[src/rtl/regfile_scanner.sv]
// regfile_scanner: debug read-out engine for the pipeline register file.
// On a start pulse it walks addresses FIRST..LAST on the regfile's spare read
// port. Each captured value is presented as an {address, data} beat on a
// valid/ready stream. A one-cycle done pulse follows the final beat.
//
// Optional feature macro: SCAN_SKIP_ZERO_EN
//   defined   -> registers that read as zero are skipped and produce no beat
//                (1 cycle each); done still pulses at the end of the range.
//   undefined -> every address in the range produces exactly one beat.
module regfile_scanner #(
  parameter int ADDR_W = 5,
  parameter int DATA_W = 32,
  parameter int FIRST  = 0,
  parameter int LAST   = 31
) (
  input  logic              clk,
  input  logic              rst_n,
  input  logic              start,
  output logic [ADDR_W-1:0] rd_addr,
  input  logic [DATA_W-1:0] rd_data,
  output logic              out_valid,
  input  logic              out_ready,
  output logic [ADDR_W-1:0] out_addr,
  output logic [DATA_W-1:0] out_data,
  output logic              busy,
  output logic              done
);

  typedef enum logic [1:0] {
    S_IDLE,
    S_READ,
    S_SEND,
    S_DONE
  } state_t;

  localparam logic [ADDR_W-1:0] L_FIRST = ADDR_W'(FIRST);
  localparam logic [ADDR_W-1:0] L_LAST  = ADDR_W'(LAST);

  state_t              r_state;
  logic [ADDR_W-1:0]   r_cur;
  logic                r_outValid;
  logic [ADDR_W-1:0]   r_outAddr;
  logic [DATA_W-1:0]   r_outData;
  logic                r_busy;
  logic                r_done;

  logic                w_atLast;
  logic                w_skip;
  logic [ADDR_W-1:0]   w_nextCur;

  // The scan ends on an equality compare with LAST, so the increment never
  // needs to wrap even when LAST is the top of the address space.
  assign w_atLast  = (r_cur == L_LAST);
  assign w_nextCur = r_cur + ADDR_W'(1);

`ifdef SCAN_SKIP_ZERO_EN
  assign w_skip = (rd_data == '0);
`else
  assign w_skip = 1'b0;
`endif

  // Scan sequencer: walks the address range, captures read data into the
  // beat registers, holds the beat until the sink accepts it, then pulses done.
  always_ff @(posedge clk or negedge rst_n) begin
    if (!rst_n) begin
      r_state    <= S_IDLE;
      r_cur      <= L_FIRST;
      r_outValid <= 1'b0;
      r_outAddr  <= '0;
      r_outData  <= '0;
      r_busy     <= 1'b0;
      r_done     <= 1'b0;
    end else begin
      case (r_state)
        S_IDLE: begin
          r_done <= 1'b0;
          if (start) begin
            r_cur   <= L_FIRST;
            r_busy  <= 1'b1;
            r_state <= S_READ;
          end
        end
        S_READ: begin
          if (w_skip) begin
            if (w_atLast) begin
              r_done  <= 1'b1;
              r_state <= S_DONE;
            end else begin
              r_cur <= w_nextCur;
            end
          end else begin
            r_outAddr  <= r_cur;
            r_outData  <= rd_data;
            r_outValid <= 1'b1;
            r_state    <= S_SEND;
          end
        end
        S_SEND: begin
          if (out_ready) begin
            r_outValid <= 1'b0;
            if (w_atLast) begin
              r_done  <= 1'b1;
              r_state <= S_DONE;
            end else begin
              r_cur   <= w_nextCur;
              r_state <= S_READ;
            end
          end
        end
        S_DONE: begin
          r_done  <= 1'b0;
          r_busy  <= 1'b0;
          r_cur   <= L_FIRST;
          r_state <= S_IDLE;
        end
        default: begin
          r_state    <= S_IDLE;
          r_cur      <= L_FIRST;
          r_outValid <= 1'b0;
          r_busy     <= 1'b0;
          r_done     <= 1'b0;
        end
      endcase
    end
  end

  assign rd_addr   = r_cur;
  assign out_valid = r_outValid;
  assign out_addr  = r_outAddr;
  assign out_data  = r_outData;
  assign busy      = r_busy;
  assign done      = r_done;

endmodule

[config.mk]
export PLATFORM = sky130hd
export DESIGN_NAME = regfile_scanner
export DESIGN_NICKNAME = d
export VERILOG_FILES = /design/src/rtl/regfile_scanner.sv
export SDC_FILE = /design/constraint.sdc
export NUM_CORES = 1
export LEC_CHECK = 0
export ABC_AREA = 0
export CAP_MARGIN = 5
export CELL_PAD_IN_SITES_DETAIL_PLACEMENT = 1
export CELL_PAD_IN_SITES_GLOBAL_PLACEMENT = 2
export CORE_ASPECT_RATIO = 1.1
export CORE_MARGIN = 1
export CORE_UTILIZATION = 27
export DETAILED_ROUTE_END_ITERATION = 7
export GPL_ROUTABILITY_DRIVEN = 0
export PLACE_DENSITY = 0.89
export SKIP_LAST_GASP = 1
export SYNTH_ARGS = -nofsm -noshare
export SYNTH_HDL_FRONTEND = slang
export SYNTH_SLANG_ARGS = --single-unit
[constraint.sdc]
create_clock -name clk -period 2.4 [get_ports clk]
set_input_delay 0.24 -clock clk [delete_from_list [all_inputs] [get_ports clk]]
set_output_delay 0.24 -clock clk [all_outputs]
set_load 0.03 [all_outputs]
==> impl_metrics.toml, run 1 <==
[clock_tree]
numCtsBuffers = 5
cts.sinks = 47
postCtsSetupBuffers = 0
cts_tree = "yes"
clockBufferDepth = 2
clock-root-buffer = "clkbuf_8"
h-tree-depth = 2
clk_pin_slew_ps = 80
insertion_delay_ps = 290

[setup_path]
crit_family = "simple AND/OR/NAND/NOR gates"
crit_path_end_kind = "flip-flop"
crit_top_cell = "ha_1"
slowest_delay_ps = 550
critPathSlowestCell = "or4b_1"
critical_path.cell_chain = "ha_1 > and3_1 > ha_1 > nand2b_1 > or4b_1 > o31ai_1"
start_kind = "flip-flop"
worst_ep_required_time_ps = 2590
cp_num_buf_inv = 0
critPathArrivalTime_ps = 2380
crit_type = "flip-flop to flip-flop"
path_max_fanout = 6

[die]
die_w_um = 82.2
die_y_um = 90.2
die_area_sq_mm = 0.00741
core_sq_mm = 0.00671
pin_count = 81
core.rowCount = 31
start_util = 0.285

[min_path]
hp-class = "input port to asynchronous set/reset pin"

[detailed_routing]
wire_per_inst_um = 14.8
dr.first_iter.drc_count = 55
top_layer_used = "met4"
drt-total-wl_um = 4470
wl_met3_um = 285
wl_met1_um = 1860
wl_met2_um = 2300
drtAntennaViolNets = 0
drt_pre_antenna_iters = 3
via_per_inst = 4.60
vias = 1388
drc = 0

[grt]
grt.total_usage = 0.131
grt_pass1_vias = 1542
grt_pass1_wl_um = 7450
antenna_found_initial = 0
grt_max_degree = 48
grt_overflow = 0

[sta]
slew_viol_final = 0
post-route-min-period_ps = 2200
fin_ws_ps = 202
maxSlewHeadroom = 0.649
rsz0062_at_grt = "false"
fin_skew_ps = 4.01
finalHoldViolations = 0
worst_pin_slew_ps = 527
setup_tns_ps = 0
fin_crit_sh = 0.916
setup_viol = 0
fmax_mhz = 455

[cells_and_area]
n_antenna_cell = 0
regArea_sq_mm = 0.00118
area_delta_synth_final_pct = 53.5
final_core_util = 0.437
nets = 262
num-fill-cells = 705
multi_input_area_sq_um = 697
drive_above_1_share = 0.227

[placement]
hpwl_um = 3230
portBuffers = 80
dp_slack_ps = 232

[power]
power.share.clock = 0.118
power.net_switching_mw = 1.63
seqPwrFrac = 0.325
pwr_density_cell_mw_per_mm2 = 1390
power_leakage_nw = 1.25
p_int_mw = 2.46
ir_drop_mv = 0.562
pwr-share-comb = 0.557
netSwitchingFraction = 0.399

[synthesis]
yosysUniqueCellTypes = 25
ys_seq_elements = 47
yosys.area.top_type_share = 0.616
ys.flop_type = "dfrtp_1"
synth.most_common_cell = "dfrtp_1"
synth_area_sq_mm = 0.00191
seq_area_frac_synth = 0.616
avgSynthCellArea_sq_um = 14.2
syn_inst = 134
synth_edf_count = 0
async_flop_share = 1.00
yosys.area.top_type = "dfrtp_1"
synthTopCellsByArea = "dfrtp_1 62%, mux2_2 22%, ha_1 3.9%"
synth_common_cells = "47 x dfrtp_1, 38 x mux2_2, 9 x nand2_1, 6 x ha_1"
yosys_warnings = 0
syn_nets = 176

[run_status]
status = "finished, final reports clean"

[run]
maxCapViolations = 0
==> logic make-up (layout without fill, tap and decap cells) <==
| family | after synthesis | in the layout | share of synthesized area |
|---|---|---|---|
| adders and majority gates | 6 | 6 | 0.0393 |
| DFF | 47 | 47 | 0.616 |
| buffers and inverters | 9 | 95 | 0.0203 |
| and+or+nand+nor | 20 | 20 | 0.0524 |
| AOI/OAI and AO/OA | 13 | 13 | 0.0426 |
| muxes | 39 | 39 | 0.229 |
==> state kept, by name, summed over array words and instances (netlist names) <==
name	flops
busy	1
rd_addr	5
out_data	32
done	1
out_addr	5
r_state	2
out_valid	1
==> metal layers <==
layer	vias to the layer above	global-route usage
met2	50	0.220
met5	-	0
met3	4	0.0406
li1	638	-
met1	696	0.159
met4	0	0.0307
==> worst min-delay path, cell delays in order <==
cell and delay, ps:
dlygate4sd3_1 530, buf_2 120, buf_12 240
==> layout by cell type, fill, tap and decap left out, types with 2 or more instances in the layout <==
master / instances
ha_1: 5
nor2_1: 2
mux2_2: 38
inv_1: 4
nand3_1: 2
clkbuf_8: 6
a21oi_1: 3
clkdlybuf4s50_1: 79
nand2_1: 9
dfrtp_1: 47
o21ai_0: 4
buf_12: 2
==> per-stage QoR <==
step           total power, mW  instance area (sq um)  hold slack, ps  instances
4_1_cts                   4.15                   2930             463        302
3_3_place_gp              3.60                   2830             248        294
5_1_grt                   4.35                   2930             505        302
2_1_floorplan             2.71                   1910           -55.6        134
6_report                  4.09                   2930             460        302
3_5_place_dp              3.66                   2830             252        294
==> cell type report <==
| class | count | share of cell area |
|---|---|---|
| multi-input cells | 78 | 0.238 |
| flip-flops and latches | 47 | 0.401 |
| clock inverters | 1 | 0.00171 |
| repair buffers | 84 | 0.291 |
| clock buffers | 6 | 0.0282 |
| well taps | 82 | 0.0350 |
| inverters | 4 | 0.00512 |
==> power by group through the flow <==
| stage | sequential (mW) | clock (mW) | combinational (mW) |
|---|---|---|---|
| floorplan | 1.99 | 0 | 0.721 |
| global placement | 1.33 | 0 | 2.27 |
| detailed placement | 1.36 | 0 | 2.30 |
| CTS | 1.34 | 0.501 | 2.31 |
| global route | 1.39 | 0.531 | 2.43 |
| finish | 1.33 | 0.481 | 2.28 |
==> worst paths after layout <==
path	to	depth (start not counted)	startpoint	slack (ps)
setup / recovery	rd_addr[3]	6	rd_addr[0]	200
hold / removal	busy	3	rst_n	460
setup reg to reg	rd_addr[3]	6	rd_addr[0]	200
hold reg to reg	out_data[30]	1	out_data[30]	510
max in group asynchronous	out_data[9]	3	rst_n	1700
min in group clk	out_data[30]	1	out_data[30]	510
==> what timing repair did <==
action,4_1_cts,5_1_grt
hold endpoints to repair,47,0
hold buffers,1,0
gates resized for setup,0,0
Note: power is estimated with default switching activity, not from simulation.
==> run 2: changes to the inputs <==
- CORE_MARGIN: 1 -> default
==> results of run 2 <==
No change in the layout: final DEF, timing and power equal those of run 1.
